File: config.mk
export PLATFORM = sky130hd
export DESIGN_NAME = debounce_array_arbiter
export DESIGN_NICKNAME = d
export VERILOG_FILES = /design/src/rtl/debounce_array_arbiter.sv
export SDC_FILE = /design/constraint.sdc
export NUM_CORES = 1
export LEC_CHECK = 0
export CAP_MARGIN = 15
export CORE_MARGIN = 2
export CORE_UTILIZATION = 41
export DETAILED_ROUTE_END_ITERATION = 6
export HOLD_SLACK_MARGIN = 0.08
export SLEW_MARGIN = 20
export SYNTH_ARGS = -nofsm -noshare
export SYNTH_HDL_FRONTEND = slang
export SYNTH_SLANG_ARGS = --single-unit
File: constraint.sdc
create_clock -name clk_i -period 2.2 [get_ports clk_i]
set_input_delay 0.66 -clock clk_i [delete_from_list [all_inputs] [get_ports clk_i]]
set_output_delay 0.66 -clock clk_i [all_outputs]
set_load 0.02 [all_outputs]
File: src/rtl/debounce_array_arbiter.sv
// debounce_array_arbiter: shared-prescaler switch debouncer with per-channel event slots
// drained round-robin into a single valid/ready event stream.
module debounce_array_arbiter #(
    parameter int NumCh         = 4,
    parameter int ClkFreq       = 100_000_000,
    parameter int SampleUs      = 1000,
    parameter int StableSamples = 10,
    localparam int ChW          = NumCh > 1 ? $clog2(NumCh) : 1
) (
    input  logic             clk_i,
    input  logic             rst_i,
    input  logic [NumCh-1:0] sw_i,
    output logic [NumCh-1:0] db_level_o,
    output logic             evt_valid_o,
    input  logic             evt_ready_i,
    output logic [ChW-1:0]   evt_ch_o,
    output logic             evt_rise_o,
    output logic             evt_overflow_o
);
    localparam int SampleDiv = (ClkFreq / 1_000_000) * SampleUs;
    localparam int PW        = $clog2(SampleDiv);
    localparam int CW        = StableSamples > 1 ? $clog2(StableSamples) : 1;

    logic [PW-1:0]    pcnt;
    logic             tick;
    logic [NumCh-1:0] meta, sync, evt_wr, slot_v, slot_r, gnt_vec;
    logic [CW-1:0]    cnt [NumCh];
    logic [ChW-1:0]   ptr, gnt_idx, nxt_ptr;
    logic             any_v, out_free, load;

    assign tick     = pcnt == PW'(SampleDiv - 1);
    assign any_v    = |slot_v;
    assign out_free = !evt_valid_o || evt_ready_i;
    assign load     = out_free && any_v;
    assign gnt_vec  = load ? (NumCh'(1) << gnt_idx) : '0;
    assign nxt_ptr  = gnt_idx == ChW'(NumCh - 1) ? '0 : gnt_idx + 1'b1;

    always_comb begin
        evt_wr = '0;
        for (int i = 0; i < NumCh; i++)
            evt_wr[i] = tick && sync[i] != db_level_o[i] && cnt[i] == CW'(StableSamples - 1);
    end

    // Second pass overrides the first, so the lowest valid index at or above ptr wins before wrapping.
    always_comb begin
        gnt_idx = '0;
        for (int i = NumCh - 1; i >= 0; i--)
            if (slot_v[i] && i < int'(ptr)) gnt_idx = ChW'(i);
        for (int i = NumCh - 1; i >= 0; i--)
            if (slot_v[i] && i >= int'(ptr)) gnt_idx = ChW'(i);
    end

    always_ff @(posedge clk_i or posedge rst_i) begin
        if (rst_i) begin
            pcnt           <= '0;
            meta           <= '0;
            sync           <= '0;
            db_level_o     <= '0;
            slot_v         <= '0;
            slot_r         <= '0;
            ptr            <= '0;
            evt_valid_o    <= 1'b0;
            evt_ch_o       <= '0;
            evt_rise_o     <= 1'b0;
            evt_overflow_o <= 1'b0;
            for (int i = 0; i < NumCh; i++) cnt[i] <= '0;
        end else begin
            pcnt <= tick ? '0 : pcnt + 1'b1;
            meta <= sw_i;
            sync <= meta;
            for (int i = 0; i < NumCh; i++) begin
                if (tick) cnt[i] <= (sync[i] == db_level_o[i] || evt_wr[i]) ? '0 : cnt[i] + 1'b1;
                if (evt_wr[i]) db_level_o[i] <= sync[i];
            end
            // A fresh event always lands in its slot, even on the edge the old one is granted.
            slot_v         <= evt_wr | (slot_v & ~gnt_vec);
            slot_r         <= (evt_wr & sync) | (~evt_wr & slot_r);
            evt_overflow_o <= |(evt_wr & slot_v & ~gnt_vec);
            if (out_free) evt_valid_o <= any_v;
            if (load) begin
                evt_ch_o   <= gnt_idx;
                evt_rise_o <= slot_r[gnt_idx];
                ptr        <= nxt_ptr;
            end
        end
    end
endmodule

After elaboration in Yosys (flattened, before gate mapping)
Index checks and enable logic that the tools add are counted.
{"block": "totals", "ff_bits": 60, "latch_bits": 0, "mem_bits_rw": 0, "romBits": 0, "inputBits": 7, "elab_cells": 94, "memories": 0}
{"block": "op_classes", "add_sub_neg": 6, "n_mul": 0, "div_mod_pow": 0, "order_cmp": 7, "n_eq_ne": 14, "n_shift": 1, "n_mux": 16, "bitwise_logic": 9, "reduce_logical": 23}
{"op": "AND 4 bit", "count": 5}
{"op": "two-way mux 4 bit", "count": 5}
{"op": "adder 17 x 1 -> 17 bit, second input constant", "count": 1}
{"op": "equality test 17 bit, second input constant", "count": 1}
{"op": "two-way mux 17 bit", "count": 1}
{"op": "adder 4 x 1 -> 4 bit, second input constant", "count": 4}
{"op": "equality test 4 bit, second input constant", "count": 4}
{"op": "two-way mux 2 bit", "count": 8}
{"op": "logical AND 1 bit", "count": 15}
{"op": "inverter 4 bit", "count": 2}
{"op": "bitwise OR 4 bit", "count": 2}
{"op": "OR reduction 4 bit", "count": 2}
{"op": "logical OR 1 bit", "count": 5}
{"op": "equality test 1 bit", "count": 4}
{"op": ">= comparator 1 x 2 -> 1 bit, first input constant", "count": 2}
{"op": "< comparator 1 x 2 -> 1 bit, first input constant", "count": 2}
{"op": "inequality test 1 bit", "count": 4}
{"op": "left shift 1 x 2 -> 4 bit, first input constant", "count": 1}
{"op": "< comparator 2 x 3 -> 1 bit, second input constant", "count": 1}
{"op": "adder 2 x 1 -> 2 bit, second input constant", "count": 1}
{"op": "binary-select mux 1 bit (select 2 bit)", "count": 1}
{"op": "equality test 2 bit, second input constant", "count": 1}
{"op": ">= comparator 2 bit, first input constant", "count": 1}
{"op": "< comparator 2 bit, first input constant", "count": 1}
{"op": "other kinds (2)", "count": 2}

Longest topological paths before layout
Gate-level depths: netlist of run 1.
{"block": "logic_depth", "ltp_word": 14, "ltp_mapped": 10, "ltp_nobuf": 9}

Least setup slack after synthesis of run 1
OpenSTA, ideal clock, no wires.
{"block": "synth_timing", "path_type": "register to register", "from": "register slot_v[0]", "to": "register evt_overflow_o", "arrival_ns": 1.880, "required_time_ns": 2.118, "slack_ns": 0.238, "stages_incl_launch_ff": 11, "path_buffers": 1, "synth_period_minus_slack_ns": 1.962, "cell_sequence": "dfrtp_1 > clkbuf_1 > a21oi_1 > o21a_1 > o22ai_1 > inv_1 > ha_1 > nand2_1 > nand2_1 > o32a_1 > a31oi_1"}
{"block": "synth_via", "elab_chain_len": 11, "word_cells_on_any_way": 15, "cone_classes": "1 x shift; 6 x mux; 3 x bitwise; 5 x reduce/logical"}
{"element": "from (decl)", "line": "26", "source": "logic [NumCh-1:0] meta, sync, evt_wr, slot_v, slot_r, gnt_vec;"}
{"element": "from (signal assigned)", "line": "76", "source": "slot_v <= evt_wr | (slot_v & ~gnt_vec);"}
{"element": "logical AND 1 bit", "line": "48", "source": "if (slot_v[i] && i < int'(ptr)) gnt_idx = ChW'(i);"}
{"element": "two-way mux 2 bit", "line": "48"}
{"element": "two-way mux 2 bit (3 in series)", "line": "50", "source": "if (slot_v[i] && i >= int'(ptr)) gnt_idx = ChW'(i);"}
{"element": "two-way mux 2 bit (*)", "line": "50"}
{"element": "via gnt_idx[1]", "line": "28", "source": "logic [ChW-1:0] ptr, gnt_idx, nxt_ptr;"}
{"element": "left shift 1 x 2 -> 4 bit (*)", "line": "35", "source": "assign gnt_vec = load ? (NumCh'(1) << gnt_idx) : '0;"}
{"element": "two-way mux 4 bit (*)", "line": "35"}
{"element": "inverter 4 bit (*)", "line": "78", "source": "evt_overflow_o <= |(evt_wr & slot_v & ~gnt_vec);"}
{"element": "AND 4 bit (*)", "line": "78"}
{"element": "OR reduction 4 bit (*)", "line": "78"}
{"element": "to (signal assigned)", "line": "78"}
{"element": "to (decl)", "line": "18", "source": "output logic evt_overflow_o"}
The timed path passes the listed nets; every way through them passes the cells marked *.
A chain may end at the register's enable or synchronous reset.

==> out/results.txt, run 1 <==
Most common cell after layout, fill and taps aside -> dfrtp_1
Reg2Reg Depth -> 4
Clock power frac -> 30.7%
Worst setup startpoint -> pcnt[13]
CTS tree -> built
CP max stage delay -> 550 ps
Die Area -> 7240 sq um
Routed Antenna Nets -> 0
Via density -> 5.10
Period Utilization, post-route -> 93.9%
Worst Setup Start Kind -> flip-flop
Synth Area in Adders -> 6.03%
Postcts setup bufs -> 0
Post-cts hold buffer count -> 0
Root Buffer -> clkbuf_8
Switching part of the total power -> 26.5%
Peak supply drop -> 0.368 mV
Vias in the first global route -> 1869
FF+latch area -> 1400 sq um
Yosys warns -> 0
M2 GR Usage -> 22.9%
TritonCTS buffer count -> 5
Final nets -> 298
WP depth -> 4
Fraction of registers with async set/reset -> 100%
Initial antenna violation count -> 0
Post-synth EDFFs -> 0
Post-CTS sizing -> 0
Clock Latency Late Sink -> 310 ps
Post-synthesis xor/xnor area fraction -> 5.85%
Crit path kind -> reg -> reg
Final Hold Viols -> 0
R2R Path Start -> pcnt[13]
Row count -> 29
Clk buf depth -> 2
Grt total ovfl -> 0
Status -> completed
# DRC -> 0
Area of the multi-input gates -> 1240 sq um
DPL Wire Length -> 3.34 mm
Crit-path cells -> or4b_4 -> nand4b_4 -> or3_4 -> mux2_4
R2R Setup Slk -> 130 ps
CP bufs+invs -> 0
Relative slew slack -> 64.6%
Seq pwr share -> 52.6%
Req. time, crit path -> 2390 ps
Core area -> 6350 sq um
DIE WIDTH -> 85.1 um
CP delay by family, top -> simple AND/OR/NAND/NOR gates
DR vias -> 1816
Fraction of the mapped netlist area in compound gates -> 9.61%
Port bufs -> 15
Largest family of logic cells by synthesized area -> simple AND/OR/NAND/NOR gates
Synth Area in Simple Gates -> 21.7%
Final Max Tran Viols -> 0
Starting density of the core -> 42.5%
Clock transition at path regs -> 100 ps
Int Power -> 0.00160 W
Post-Syn Nets -> 274
Most frequent cells in the layout -> 56 x dfrtp_1, 29 x nand2_1, 15 x o21ai_0, 15 x nor2_1, 15 x clkdlybuf4s50_1
Worst Max-Slew Pin Slew -> 528 ps
Area delta synth->final -> 14.8%
Final Skew -> 5.73 ps
Critical Path Slowest Stage Cell -> or4b_4
CP Max Fanout -> 7
Overall Global Routing Usage -> 14.4%
Distinct cells, synth -> 44
HP Class -> reg -> reg
Fin util -> 48.7%
Ys flop type -> dfrtp_1
Synth Instances -> 254
Met3 usage -> 3.11%
Max-cap violations -> 0
Ports -> 16
Share of cells above drive strength 1 -> 9.68%
Sequential area share after synthesis -> 52.0%
GRT met1 Usage -> 20.0%
Comb power frac -> 16.7%
Fmax -> 484 MHz
Final min period -> 2070 ps
Cell Pwr Density -> 703 nW/um^2
Fillers -> 578
Largest net degree at the start of global routing -> 46
First-pass iteration count of the detailed router -> 4
Wirelength, routed -> 4.80 mm
Gp weighted congestion -> 0.763
RSZ-0062 raised after global routing -> false
H-tree levels -> 2
Die H -> 85.1 um
Synthesized area per cell -> 10.6 sq um
#FFs+latches synth -> 56
Crit path capture type -> flip-flop
Antenna fix cells -> 0
Gr busiest metal -> met2
Setup violations, final -> 0
Arr. time, crit path -> 2260 ps
WL/cell -> 13.5 um
Final setup TNS -> 0 ps
Iter 0 DRT Violations -> 49
Sw power -> 0.000577 W
Mux share of post-synthesis cell area -> 2.97%
First-pass GRT wire length -> 8.49 mm
Clock Sinks -> 56
Synth Cell Area -> 2700 sq um
Static Leakage -> 1.39 nW
==> power by group through the flow <==
stage               Combinational (W)  Sequential (W)  Clock [W]
floorplan                    0.000185         0.00120          0
finish                       0.000363         0.00115   0.000669
global route                 0.000404         0.00116   0.000739
global placement             0.000365         0.00117          0
detailed placement           0.000368         0.00117          0
CTS                          0.000369         0.00115   0.000702
==> final cells by class <==
type | instances | area share [%]
clock buffer | 5 | 2.22
timing repair buffer | 21 | 6.71
sequential | 56 | 45.3
clock inverter | 3 | 1.37
inverter | 9 | 1.09
tap | 77 | 3.11
multi-input combinational | 185 | 40.2
==> per-stage QoR <==
step	cell area (sq um)	setup slack (ps)	std cells	total power (W)	hold WS [ps]
after floorplan	2700	169	254	0.00138	331
after detailed placement	2980	77.7	348	0.00153	335
final	3100	134	356	0.00218	357
after global routing	3100	34.9	356	0.00230	367
after CTS	3100	118	356	0.00222	360
after global placement	2980	111	348	0.00153	334
==> cell families after synthesis <==
family | Yosys count
buf+inv | 13
flops | 56
xor+xnor | 18
simple gates | 105
mux | 7
compound gates | 42
fa+ha+maj | 13
==> worst min-delay path by stage <==
stage                     startpoint       to  slack, ps  cells after the start
after CTS                    meta[3]  sync[3]        360                      0
final                        meta[3]  sync[3]        360                      0
after global placement       meta[2]  sync[2]        330                      0
after global routing         meta[1]  sync[1]        370                      0
after floorplan              meta[0]  sync[0]        330                      0
after detailed placement     meta[3]  sync[3]        330                      0
==> cell usage after synthesis, types with 2 or more instances <==
| library cell | instances | share of area [%] |
|---|---|---|
| mux2i_1 | 2 | 0.74 |
| xnor2_1 | 14 | 4.5 |
| or2_0 | 2 | 0.46 |
| or2_1 | 2 | 0.46 |
| nor2_1 | 15 | 2.1 |
| o21ai_1 | 8 | 1.5 |
| nand4_1 | 4 | 0.93 |
| nand2_1 | 29 | 4.0 |
| nand2b_1 | 9 | 2.1 |
| ha_1 | 13 | 6.0 |
| mux2_2 | 4 | 1.7 |
| nand3_1 | 11 | 2.0 |
| nand3b_1 | 4 | 1.1 |
| nor3_1 | 4 | 0.74 |
| o31ai_1 | 5 | 1.4 |
| a21oi_1 | 3 | 0.56 |
| and3_1 | 5 | 1.2 |
| o21ai_0 | 15 | 2.8 |
| and4_1 | 2 | 0.65 |
| a31oi_1 | 2 | 0.46 |
| inv_1 | 9 | 1.3 |
| or3_1 | 5 | 1.2 |
| xor2_1 | 4 | 1.3 |
| clkbuf_1 | 3 | 0.42 |
| or3_4 | 2 | 0.84 |
| nor2b_1 | 4 | 0.93 |
| a21o_1 | 2 | 0.56 |
| dfrtp_1 | 56 | 52 |
==> layer usage <==
| layer | vias to the layer above | wire, um |
|---|---|---|
| li1 | 935 | - |
| met1 | 865 | 2370 |
| met2 | 12 | 2270 |
| met3 | 4 | 117 |
| met4 | 0 | 44 |
| met5 | - | 0 |
==> sequential cells by signal (all words and copies together), names as in the netlist, named ones only <==
signal	flops
cnt	16
db_level_o	1
evt_ch_o	2
evt_overflow_o	1
evt_rise_o	1
evt_valid_o	1
meta	4
pcnt	17
ptr	2
slot_v	4
sync	4
Note: power is estimated with default switching activity, not from simulation.
==> run 2: changes to the inputs <==
ABC_CLOCK_PERIOD_IN_PS = 2200   (was unset)
GPL_TIMING_DRIVEN = 0   (was unset)
==> out/results.txt, run 2 (same netlist as run 1, synthesis figures left out) <==
Status -> completed
Clock Sinks -> 56
Max-cap violations -> 0
Clock power frac -> 27.2%
Post-Route M1 WL -> 2.50 mm
Most frequent cells in the layout -> 54 x dfrtp_1, 29 x nand2_1, 15 x o21ai_0, 15 x nor2_1, 15 x clkdlybuf4s50_1
Req. time, crit path -> 2400 ps
Worst Hold Slack -> 358 ps
Vias in the first global route -> 1789
Die Area -> 7240 sq um
Iter 0 DRT Violations -> 99
Int Power -> 0.00148 W
Worst Max-Slew Pin Slew -> 728 ps
Reg with most FFs -> pcnt
Period Utilization, post-route -> 94.4%
R2R Path Start -> pcnt[12]
Final Max Tran Viols -> 0
Fmax -> 482 MHz
Initial antenna violation count -> 0
HP Class -> reg -> reg
Peak supply drop -> 0.456 mV
Grt total ovfl -> 0
Relative slew slack -> 50.9%
DR vias -> 1868
Arr. time, crit path -> 2270 ps
Ports -> 16
Clock Latency Late Sink -> 300 ps
Row count -> 29
Die H -> 85.1 um
Final Skew -> 6.87 ps
Via density -> 5.29
# DRC -> 0
First-pass GRT wire length -> 8.60 mm
Postcts setup bufs -> 0
Wirelength, routed -> 4.89 mm
Metal2 WL -> 2.25 mm
Seq pwr share -> 56.0%
Crit path kind -> reg -> reg
First-pass iteration count of the detailed router -> 4
Sw power -> 0.000577 W
Gp weighted congestion -> 0.754
Final Hold Viols -> 0
Post-cts hold buffer count -> 0
Worst Setup Start Kind -> flip-flop
Max reg flops -> 17
Fin util -> 47.8%
Final nets -> 295
Antenna fix cells -> 0
Clk buf depth -> 2
Highest metal used -> met4
Hold Path Stages -> 0
Crit path capture type -> flip-flop
RSZ-0062 raised after global routing -> false
Static Leakage -> 1.36 nW
Overall Global Routing Usage -> 14.8%
WL/cell -> 13.9 um
Routed Antenna Nets -> 0
H-tree levels -> 2
Routed wl met3 -> 96 um
Setup violations, final -> 0
Largest regs -> pcnt x17, cnt x16
DIE WIDTH -> 85.1 um
Area delta synth->final -> 12.7%
Root Buffer -> clkbuf_8
Largest net degree at the start of global routing -> 57
CTS tree -> built
Share of cells above drive strength 1 -> 9.06%
DPL Wire Length -> 3.40 mm
Switching part of the total power -> 28.1%
Final min period -> 2080 ps
Cell Pwr Density -> 677 nW/um^2
Clock transition at path regs -> 100 ps
Port bufs -> 15
Worst setup startpoint -> pcnt[12]
Comb power frac -> 16.8%
CP Max Fanout -> 10
Most common cell after layout, fill and taps aside -> dfrtp_1
TritonCTS buffer count -> 5
Starting density of the core -> 42.5%
Reg2Reg Depth -> 5
R2R Setup Slk -> 120 ps
Core area -> 6350 sq um
==> run 2: cell count changes in the layout (fill, tap and decap cells not counted), sizes merged <==
cell	before	now
clkbuf	5	9
buf	6	1
clkinvlp	1	0
bufinv	1	0
==> run 2: worst min path at each step <==
stage	from	end	slack [ps]
6_report	meta[2]	sync[2]	360
3_3_place_gp	meta[2]	sync[2]	330
2_1_floorplan	meta[0]	sync[0]	330
5_1_grt	meta[2]	sync[2]	360
4_1_cts	meta[2]	sync[2]	360
3_5_place_dp	meta[2]	sync[2]	340
==> run 2: what timing repair did <==
item	CTS	global route
resized for setup	0	7
setup endpoints to repair	1	23
hold endpoints to repair	0	0
==> run 2: critical path: stages (launching register included) <==
cell and delay, ps:
dfrtp_1 410, or4b_4 560, nand4b_4 240, clkbuf_2 240, nor2_1 170, mux2_2 340
==> run 2: area by class of cell <==
type | count | area (sq um)
timing repair buffer | 15 | 150
sequential | 56 | 1400
clock inverter | 1 | 8.76
inverter | 9 | 36.3
buffer | 3 | 15.0
tap | 77 | 96.3
fill | 579 | 3310
clock buffer | 7 | 76.3
multi-input combinational | 185 | 1250
==> run 2: stage by stage <==
step / area (sq um) / cells / setup TNS (ps) / setup WS [ps] / power, W
5_1_grt: 3040 / 353 / 0 / 10.9 / 0.00217
2_1_floorplan: 2700 / 254 / 0 / 169 / 0.00138
3_3_place_gp: 2940 / 346 / -52060 / -932 / 0.00151
6_report: 3040 / 353 / 0 / 124 / 0.00206
4_1_cts: 3030 / 353 / 0 / 19.8 / 0.00208
3_5_place_dp: 2950 / 346 / -216 / -139 / 0.00152
==> run 2: layer usage <==
layer  GRT usage, %  vias up
li1               -      924
met1           21.4      925
met2           22.7       15
met3           3.02        4
met4           3.90        0
met5              0        -
==> run 2: power by group through the flow <==
stage / Sequential, W / Clock (W) / Combinational, W
2_1_floorplan: 0.00120 / 0 / 0.000185
3_3_place_gp: 0.00116 / 0 / 0.000343
3_5_place_dp: 0.00117 / 0 / 0.000348
4_1_cts: 0.00115 / 0.000584 / 0.000347
5_1_grt: 0.00116 / 0.000622 / 0.000388
6_report: 0.00115 / 0.000559 / 0.000345
==> run 3: changes to the inputs <==
CORE_UTILIZATION = 35   (was 41)
==> out/results.txt, run 3 (same netlist as run 1, synthesis figures left out) <==
Starting density of the core -> 35.4%
Final Worst Setup Slack -> 133 ps
First-pass GRT wire length -> 8.29 mm
Final Max Tran Viols -> 0
Clk buf depth -> 2
Largest regs -> pcnt x17, cnt x16
Final Hold Viols -> 0
Crit path kind -> reg -> reg
Wirelength, routed -> 4.79 mm
Status -> completed
Grt total ovfl -> 0
Fmax -> 484 MHz
Final min period -> 2070 ps
Most frequent cells in the layout -> 56 x dfrtp_1, 29 x nand2_1, 15 x o21ai_0, 15 x nor2_1, 15 x clkdlybuf4s50_1
Sw power -> 0.000564 W
Clock power frac -> 27.7%
Port bufs -> 15
Critical Path Slowest Stage Cell -> or4b_4
Via density -> 4.91
Max reg flops -> 17
Tot Pwr -> 0.00207 W
CTS tree -> built
Final Skew -> 4.86 ps
TritonCTS buffer count -> 5
Comb power frac -> 16.8%
Switching part of the total power -> 27.2%
Reg with most FFs -> pcnt
Clock Latency Late Sink -> 300 ps
WL/cell -> 12.7 um
Int Power -> 0.00151 W
Vias in the first global route -> 1800
Crit path capture type -> flip-flop
Finished Layout Cells -> 378
Req. time, crit path -> 2400 ps
Ports -> 16
Largest net degree at the start of global routing -> 57
First-pass iteration count of the detailed router -> 4
Gp weighted congestion -> 0.763
Area delta synth->final -> 14.4%
Worst Hold Slack -> 358 ps
Die H -> 91.8 um
# DRC -> 0
Worst setup startpoint -> pcnt[12]
Iter 0 DRT Violations -> 109
Final nets -> 295
Overall Global Routing Usage -> 12.0%
Most common cell after layout, fill and taps aside -> dfrtp_1
Crit-path cells -> or4b_4 -> nand4b_4 -> or3_4 -> mux2_4
Worst Setup Start Kind -> flip-flop
Period Utilization, post-route -> 93.9%
Placed cell area -> 2980 sq um
Beginning of the worst hold path -> meta[3]
Initial antenna violation count -> 0
H-tree levels -> 2
Place WS -> -121 ps
Static Leakage -> 1.36 nW
Clock Sinks -> 56
DPL Wire Length -> 3.43 mm
Routed Antenna Nets -> 0
CP max stage delay -> 570 ps
Die Area -> 8420 sq um
Worst Max-Slew Pin Slew -> 760 ps
Relative slew slack -> 48.8%
Finished Cell Area -> 3090 sq um
Clock transition at path regs -> 90 ps
HP Class -> reg -> reg
DR vias -> 1855
Core area -> 7610 sq um
R2R Path Start -> pcnt[12]
Peak supply drop -> 0.305 mV
Cell Pwr Density -> 671 nW/um^2
RSZ-0062 raised after global routing -> false
Share of cells above drive strength 1 -> 8.70%
Row count -> 32
DIE WIDTH -> 91.8 um
Seq pwr share -> 55.6%
Antenna fix cells -> 0
CP Max Fanout -> 6
Max-cap violations -> 0
Root Buffer -> clkbuf_8
Placed cell count -> 371
Setup violations, final -> 0
Arr. time, crit path -> 2260 ps
run 3: power by group through the flow:
stage / combinational (W) / sequential [W] / clock [W]
2_1_floorplan: 0.000185 / 0.00120 / 0
3_5_place_dp: 0.000345 / 0.00117 / 0
4_1_cts: 0.000352 / 0.00115 / 0.000591
3_3_place_gp: 0.000346 / 0.00117 / 0
6_report: 0.000347 / 0.00115 / 0.000573
5_1_grt: 0.000392 / 0.00116 / 0.000622
run 3: layout make-up:
class                      instances  area [sq um]
buffer                             3          15.0
multi-input combinational        185          1260
clock buffer                       8          90.1
tap                              102           128
inverter                           9          36.3
fill                             761          4520
sequential                        56          1400
timing repair buffer              15           150
run 3: stage by stage:
step,utilization (%),setup TNS [ps]
floorplan,-,0
global placement,39.1,-51560
detailed placement,39.1,-127
CTS,40.4,0
global route,40.6,0
finish,40.6,0
run 3: final timing paths:
path | to | slack (ps) | cells after the start
max in group asynchronous | slot_v[1] | 940 | 2
min reg2reg | sync[3] | 360 | 0
min | sync[3] | 360 | 0
max | flip-flop | 130 | 4
min in group asynchronous | pcnt[2] | 800 | 2
max reg2reg | flip-flop | 130 | 4
run 3: critical path, delay by kind of cell (launching register included):
family | cells | cell delay, ps
AND/OR/NAND/NOR | 3 | 1240
flip-flops | 1 | 420
multiplexers | 1 | 300
run 3: layer usage:
metal / global-route usage, % / wire length, um
met1: 16.3 / 2310
met2: 19.7 / 2290
met3: 2.79 / 147
met4: 2.61 / 47
met5: 0 / 0
run 3: timing repair:
item | 4_1_cts | 5_1_grt
hold buffers | 0 | 0
buffers inserted | 0 | 0
endpoints found under the setup margin | 2 | 8
gates resized for setup | 2 | 5
